### src/rtl/mem_bus_stage.sv
// rtl/mem_bus_stage.sv - memory-access pipeline stage with single-outstanding req/ack data bus
//
// Purpose: executes LB/LH/LW/LBU/LHU/SB/SH/SW over a request/acknowledge bus,
// holds a stall request while the access is in flight, keeps the finished result
// until the pipeline advances, and forwards register-file and HI/LO write info.
//
// Ports:
//   clk, rst           clock, synchronous active-low reset
//   stall[5:0]         pipeline stall vector; stall[4] freezes this stage
//   aluop_i            operation code from ex_mem
//   mem_addr_i         effective byte address
//   reg2_i             store data
//   wd_i/wreg_i/wdata_i, whilo_i/hi_i/lo_i   write-back info from ex_mem
//   bus_data_i, bus_ack_i                    bus read data and acknowledge
//   wd_o/wreg_o/wdata_o, whilo_o/hi_o/lo_o   write-back info to mem_wb
//   bus_req_o/bus_we_o/bus_addr_o/bus_sel_o/bus_data_o   bus request side
//   stallreq_o         stall request to ctrl
//   misalign_o         misaligned access flag
//   bus_err_o          bus timeout flag

module mem_bus_stage #(
  parameter int unsigned BUS_TIMEOUT = 16
) (
  input  logic        clk,
  input  logic        rst,
  input  logic [5:0]  stall,
  input  logic [7:0]  aluop_i,
  input  logic [31:0] mem_addr_i,
  input  logic [31:0] reg2_i,
  input  logic [4:0]  wd_i,
  input  logic        wreg_i,
  input  logic [31:0] wdata_i,
  input  logic        whilo_i,
  input  logic [31:0] hi_i,
  input  logic [31:0] lo_i,
  input  logic [31:0] bus_data_i,
  input  logic        bus_ack_i,
  output logic [4:0]  wd_o,
  output logic        wreg_o,
  output logic [31:0] wdata_o,
  output logic        whilo_o,
  output logic [31:0] hi_o,
  output logic [31:0] lo_o,
  output logic        bus_req_o,
  output logic        bus_we_o,
  output logic [31:0] bus_addr_o,
  output logic [3:0]  bus_sel_o,
  output logic [31:0] bus_data_o,
  output logic        stallreq_o,
  output logic        misalign_o,
  output logic        bus_err_o
);

  localparam logic [7:0] OP_LB  = 8'hE0;
  localparam logic [7:0] OP_LH  = 8'hE1;
  localparam logic [7:0] OP_LW  = 8'hE3;
  localparam logic [7:0] OP_LBU = 8'hE4;
  localparam logic [7:0] OP_LHU = 8'hE5;
  localparam logic [7:0] OP_SB  = 8'hE8;
  localparam logic [7:0] OP_SH  = 8'hE9;
  localparam logic [7:0] OP_SW  = 8'hEB;

  localparam int unsigned CW = (BUS_TIMEOUT > 2) ? $clog2(BUS_TIMEOUT) : 1;
  localparam logic [CW-1:0] CNT_LIMIT = CW'(BUS_TIMEOUT - 1);

  typedef enum logic [1:0] {IDLE, BUSY, DONE} state_t;

  state_t        state;
  state_t        state_n;

  logic          req_q;
  logic          we_q;
  logic [3:0]    sel_q;
  logic [31:0]   addr_q;
  logic [31:0]   wr_data_q;
  logic [CW-1:0] cnt_q;
  logic [31:0]   rdata_q;
  logic          err_q;
  logic [7:0]    op_q;
  logic [1:0]    lane_q;

  logic          is_load;
  logic          is_store;
  logic          is_mem;
  logic          is_byte;
  logic          is_half;
  logic          is_word;
  logic          misaligned;
  logic          start;
  logic [3:0]    req_sel;
  logic [31:0]   req_data;
  logic          cnt_at_limit;
  logic          op_q_is_load;
  logic [31:0]   load_ext;
  logic [7:0]    ld_byte;
  logic [15:0]   ld_half;

  // Only stall[4] concerns this stage.
  logic unused_stall;
  assign unused_stall = ^{stall[5], stall[3:0]};

  assign is_load  = aluop_i inside {OP_LB, OP_LH, OP_LW, OP_LBU, OP_LHU};
  assign is_store = aluop_i inside {OP_SB, OP_SH, OP_SW};
  assign is_mem   = is_load | is_store;
  assign is_byte  = aluop_i inside {OP_LB, OP_LBU, OP_SB};
  assign is_half  = aluop_i inside {OP_LH, OP_LHU, OP_SH};
  assign is_word  = aluop_i inside {OP_LW, OP_SW};

  assign misaligned = (is_half & mem_addr_i[0]) | (is_word & (mem_addr_i[1:0] != 2'b00));
  assign start      = is_mem & ~misaligned;

  assign cnt_at_limit = (cnt_q == CNT_LIMIT);
  assign op_q_is_load = op_q inside {OP_LB, OP_LH, OP_LW, OP_LBU, OP_LHU};

  // Big-endian lanes: byte offset 0 lives in bits [31:24].
  always_comb begin
    req_sel  = 4'b0000;
    req_data = 32'h0;
    if (is_byte) begin
      req_sel = 4'b1000 >> mem_addr_i[1:0];
    end else if (is_half) begin
      req_sel = mem_addr_i[1] ? 4'b0011 : 4'b1100;
    end else if (is_word) begin
      req_sel = 4'b1111;
    end
    if (is_store) begin
      if (is_byte)      req_data = {4{reg2_i[7:0]}};
      else if (is_half) req_data = {2{reg2_i[15:0]}};
      else              req_data = reg2_i;
    end
  end

  always_comb begin
    ld_byte  = 8'h0;
    ld_half  = 16'h0;
    load_ext = rdata_q;
    case (lane_q)
      2'b00:   ld_byte = rdata_q[31:24];
      2'b01:   ld_byte = rdata_q[23:16];
      2'b10:   ld_byte = rdata_q[15:8];
      default: ld_byte = rdata_q[7:0];
    endcase
    ld_half = lane_q[1] ? rdata_q[15:0] : rdata_q[31:16];
    case (op_q)
      OP_LB:   load_ext = {{24{ld_byte[7]}}, ld_byte};
      OP_LBU:  load_ext = {24'h0, ld_byte};
      OP_LH:   load_ext = {{16{ld_half[15]}}, ld_half};
      OP_LHU:  load_ext = {16'h0, ld_half};
      default: load_ext = rdata_q;
    endcase
  end

  always_ff @(posedge clk) begin
    if (!rst) begin
      state <= IDLE;
    end else begin
      state <= state_n;
    end
  end

  always_ff @(posedge clk) begin
    if (!rst) begin
      req_q     <= 1'b0;
      we_q      <= 1'b0;
      sel_q     <= 4'b0000;
      addr_q    <= 32'h0;
      wr_data_q <= 32'h0;
      cnt_q     <= '0;
      rdata_q   <= 32'h0;
      err_q     <= 1'b0;
      op_q      <= 8'h0;
      lane_q    <= 2'b00;
    end else begin
      case (state)
        IDLE: begin
          if (start) begin
            req_q     <= 1'b1;
            we_q      <= is_store;
            sel_q     <= req_sel;
            addr_q    <= {mem_addr_i[31:2], 2'b00};
            wr_data_q <= req_data;
            cnt_q     <= '0;
            err_q     <= 1'b0;
            op_q      <= aluop_i;
            lane_q    <= mem_addr_i[1:0];
          end
        end
        BUSY: begin
          cnt_q <= cnt_q + 1'b1;
          // An ack arriving on the limit cycle still completes the access cleanly.
          if (bus_ack_i) begin
            req_q <= 1'b0;
            if (op_q_is_load) rdata_q <= bus_data_i;
          end else if (cnt_at_limit) begin
            req_q <= 1'b0;
            err_q <= 1'b1;
          end
        end
        default: ;
      endcase
    end
  end

  always_comb begin
    state_n    = state;
    wd_o       = 5'h0;
    wreg_o     = 1'b0;
    wdata_o    = 32'h0;
    whilo_o    = 1'b0;
    hi_o       = 32'h0;
    lo_o       = 32'h0;
    bus_req_o  = 1'b0;
    bus_we_o   = 1'b0;
    bus_addr_o = 32'h0;
    bus_sel_o  = 4'b0000;
    bus_data_o = 32'h0;
    stallreq_o = 1'b0;
    misalign_o = 1'b0;
    bus_err_o  = 1'b0;

    if (rst) begin
      wd_o       = wd_i;
      wdata_o    = wdata_i;
      whilo_o    = whilo_i;
      hi_o       = hi_i;
      lo_o       = lo_i;
      bus_req_o  = req_q;
      bus_we_o   = we_q;
      bus_addr_o = addr_q;
      bus_sel_o  = sel_q;
      bus_data_o = wr_data_q;

      case (state)
        IDLE: begin
          wreg_o     = is_mem ? 1'b0 : wreg_i;
          stallreq_o = start;
          misalign_o = is_mem & misaligned;
          if (start) state_n = BUSY;
        end
        BUSY: begin
          stallreq_o = 1'b1;
          if (bus_ack_i || cnt_at_limit) state_n = DONE;
        end
        DONE: begin
          if (err_q) begin
            bus_err_o = 1'b1;
          end else begin
            wreg_o = wreg_i;
            if (op_q_is_load) wdata_o = load_ext;
          end
          if (!stall[4]) state_n = IDLE;
        end
        default: state_n = IDLE;
      endcase
    end
  end

endmodule
### config.mk
export PLATFORM = sky130hd
export DESIGN_NAME = mem_bus_stage
export DESIGN_NICKNAME = d
export VERILOG_FILES = /design/src/rtl/mem_bus_stage.sv
export SDC_FILE = /design/constraint.sdc
export NUM_CORES = 1
export LEC_CHECK = 0
export BUFFER_PORTS_ARGS = -buffer_cell sky130_fd_sc_hd__buf_2
export CAP_MARGIN = 20
export CORE_AREA = 2 2 153 155
export DETAILED_ROUTE_END_ITERATION = 10
export DIE_AREA = 0 0 155 157
export GPL_TIMING_DRIVEN = 0
export MAX_ROUTING_LAYER = met4
export PLACE_DENSITY_LB_ADDON = 0.05
export SYNTH_ARGS = -nofsm -noshare
export SYNTH_HDL_FRONTEND = slang
export SYNTH_SLANG_ARGS = --single-unit
export TNS_END_PERCENT = 5
### constraint.sdc
create_clock -name clk -period 3.26 [get_ports clk]
set_clock_uncertainty 0.15 [all_clocks]
set_input_delay 0 -clock clk [delete_from_list [all_inputs] [get_ports clk]]
set_output_delay 0 -clock clk [all_outputs]
set_load 0.05 [all_outputs]
==> impl_summary.md <==
Synth
The number of warnings reported in the yosys synthesis log is 0. The cell taking the most area after synthesis is dfxtp_1. Counting flops with a built-in enable in the synthesized netlist gives 0. After synthesis the cells add up to 6670 sq um. The fraction of synthesis flops using an asynchronous set or reset pin is 0%. The number of instances in the synthesized netlist is 886. The share of the Yosys chip area taken by registers is 35.1%.

The netlist uses 60 different library cells. The number of synthesized register bits is 117. The prevailing post-synth register cell is dfxtp_1.

The top cell type by area accounts for 35.1% of the synthesized area. By area the synthesized netlist is led by dfxtp_1 35%, and2_1 9.9%, nand2_1 8.8%. The mean instance size in the synthesized netlist is 7.53 sq um.

Timing
Measured against its own limit, the worst slew margin works out to 48.4%. The number of endpoints with negative hold slack in the final report is 1. The worst setup slack after layout is 0.157 ns.

Setup violations remaining at the end of the flow were counted as 0. The share of the cycle needed by the critical path after routing is 95.2%. Setup repair after global routing left no endpoint under its margin. The number of slew-limit violations in the final report is 0. For this run, the top clock speed supported by timing is 322 MHz. For the pin with the worst max-slew slack, the measured transition is 0.771 ns. The total negative slack is 0 ns. The routed design could run at a clock period as short as 3.10 ns. Across all hold checks on the routed design, the worst slack comes to -0.00246 ns.

GRT
The global routing's busiest layer is met2. The via count of the first global-routing pass is 7658. The initial antenna violation count is 1. The maximum number of pins on one net before global-route repair is 17. The first global-routing pass estimated 41300 microns of wire. After global routing the overflow that remains totals 0. In the global route stage, met2 resource usage came out at 36.4%. The total routing usage reported by global routing is 22.3%. Global routing used 4.46% of the available met3 tracks. The global-route track usage on met1 is 28.4%.

Floorplanning
The horizontal extent of the die is 155 microns. From bottom edge to top edge, the die measures 157 microns. The cell row count is 55. The die covers 24300 sq um. The total area inside the core boundary comes to 22500 sq um. The number of top-level design ports is 392. Once the floorplan was initialized, standard cells occupied 29.6% of the core.

Layout
The area growth from synthesis to layout is 61.1%. The library cell used most frequently in the layout, excluding fill and tap cells, is buf_2. The area taken by flip-flops and latches is 2340 sq um. The area of the multi-input gates is 3870 sq um. After routing the design area is 10700 sq um. The core utilization of the finished layout is 47.7%. In the layout the commonest cells are 392 x buf_2, 156 x nand2_1, 123 x dlygate4sd3_1. The fraction of final layout cells sized beyond drive strength 1 is 30.9%.

The count of nets after finishing is 1626. The number of antenna diodes in the final layout is 0. The number of filler cells placed in the layout is 2349.

Worst setup path
The kind of start point of the critical path is a flop. The count of cells along the worst register-to-register path is 7. The worst setup path is captured at an output port. The critical path class is reg -> out. The maximum net fanout on the critical path is 10. Data on the critical path is required at its endpoint by 3.11 ns.

The origin of the critical flop-to-flop path is state[1]$_SDFFE_PN0P_. Tracing the worst setup path back leads to its startpoint at op_q[1]$_SDFFE_PN0P_. The data arrival time at the worst-slack endpoint is 2.95 ns.

Placement
The worst setup timing slack at the placement stage is 0.633 ns. After legalization and detailed placement, the total HPWL measured 20900 microns. Routability-driven placement finished with a final weighted congestion of 0.861. The count of buffers added on input and output ports is 380.

Once placement finished, the instance area stood at 8930 sq um.

Drt
The number of routed nets with antenna violations is 0. The routed layout has 7967 vias. In the routed design, unresolved DRC markers number 0. The number of iterations in the first detailed-routing pass is 5.

In the final routed layout, each cell accounts on average for 16.1 microns. The post-detailed-route via-to-cell ratio is 4.67. The initial DRC count is 392.

The wire length after detailed routing is 27400 microns.

Pwr
The power density relative to cell area is 382 nW/um^2. The leakage component of the power is 5.28 nW. The peak supply drop is 0.354 mV.

Run status
The flow ran to the end, but the final reports show violations. The checks that failed: negative hold slack.

CTS
Once the clock tree was built, the resizer swapped 0 gates to a different size. The number of buffers added for setup after CTS is 0. The sink count of the clock tree is 117. The H-tree level count is 4.

TritonCTS built the clock tree. The hold buffer count at CTS is 123. After clock tree synthesis, the clock-pin slew on the worst setup and hold paths is 0.06 ns. The clock tree buffer depth is 2. The total clock buffers created by CTS is 17. The cell sitting at the root of the clock tree is a clkbuf_16.

The later pin in the worst-skew pair is clocked with a latency of 0.42 ns.

Hold path
The class of the tightest hold or removal check is in -> reg. The worst hold path begins at rst. Counting instances, the worst hold path has a depth of 4.

Job
Across the run, the number of max-cap violations was 0.
-- stage by stage --
stage,total power (W),instances
finish,0.00410,1706
CTS,0.00415,1706
global placement,0.00217,1552
detailed placement,0.00216,1552
floorplan,0.00191,887
global route,0.00425,1706
-- registers in the layout, indices dropped and copies added (netlist names) --
name / count
state: 2
err_q: 1
we_q: 1
cnt_q: 4
addr_q: 30
sel_q: 4
lane_q: 2
req_q: 1
rdata_q: 32
wr_data_q: 32
op_q: 8
-- cells in the mapped netlist (2+ instances only) --
| master | number |
|---|---|
| a22o_1 | 8 |
| mux2i_1 | 25 |
| and2_1 | 106 |
| inv_1 | 37 |
| o31ai_1 | 7 |
| a32oi_1 | 3 |
| o2bb2ai_1 | 25 |
| nand2b_1 | 13 |
| nor3_1 | 6 |
| a21oi_1 | 49 |
| and3_1 | 5 |
| nor2b_1 | 4 |
| nand3_1 | 28 |
| buf_1 | 10 |
| nand3b_1 | 3 |
| buf_4 | 2 |
| o21ai_0 | 27 |
| nor3b_1 | 3 |
| clkbuf_1 | 50 |
| dfxtp_1 | 117 |
| a31oi_1 | 4 |
| nand2_1 | 156 |
| o21a_1 | 4 |
| a21o_1 | 3 |
| or3_1 | 16 |
| buf_2 | 12 |
| a41oi_1 | 6 |
| mux4_2 | 5 |
| a21boi_1 | 22 |
| nor2_1 | 68 |
| buf_6 | 2 |
| o32ai_1 | 5 |
| a21boi_0 | 28 |
-- worst max-delay path: stages (launching register included) --
cell and delay, ns:
dfxtp_1 0.40, nand4bb_1 0.27, nor2_1 0.23, clkbuf_1 0.48, o211ai_1 0.47, a41oi_1 0.38, buf_2 0.31
-- final cells by class --
| class | instances | area share [%] |
|---|---|---|
| Multi-Input combinational cell | 657 | 36.0 |
| Timing Repair Buffer | 503 | 29.2 |
| Sequential cell | 117 | 21.8 |
| Clock buffer | 17 | 3.96 |
| Tap cell | 285 | 3.32 |
| Buffer | 76 | 3.01 |
| Clock inverter | 14 | 1.43 |
| Inverter | 37 | 1.29 |
-- power breakdown --
part,total [W],switching [W],internal [W]
combinational,0.000795,0.000485,0.000310
clock,0.00186,0.000728,0.00113
sequential,0.00145,0.00000486,0.00144
-- logic make-up (layout without fill, tap and decap cells) --
logic type | after synthesis | count (layout) | share of synthesized area (%)
muxes | 30 | 30 | 5.44
other | 1 | 2 | 0.0562
DFF | 117 | 117 | 35.1
and+or+nand+nor | 420 | 420 | 30.8
AOI/OAI and AO/OA | 204 | 204 | 21.5
adders and majority gates | 1 | 1 | 0.188
buffers and inverters | 113 | 647 | 6.92
-- final timing paths --
path	end	slack, ns
worst min-delay path	req_q$_SDFFE_PN0P_	-0.002
worst max-delay path	wdata_o[8]	0.16
worst max register to register	wr_data_q[27]$_SDFFE_PN0P_	0.71
worst min register to register	addr_q[30]$_SDFFE_PN0P_	0.31
-- layer usage --
| layer | vias to the layer above | part of all wire [%] |
|---|---|---|
| li1 | 4041 | - |
| met3 | 24 | 5.1 |
| met5 | - | 0 |
| met1 | 3687 | 46 |
| met4 | 0 | 1.0 |
| met2 | 215 | 48 |
Note: power is estimated with default switching activity, not from simulation.
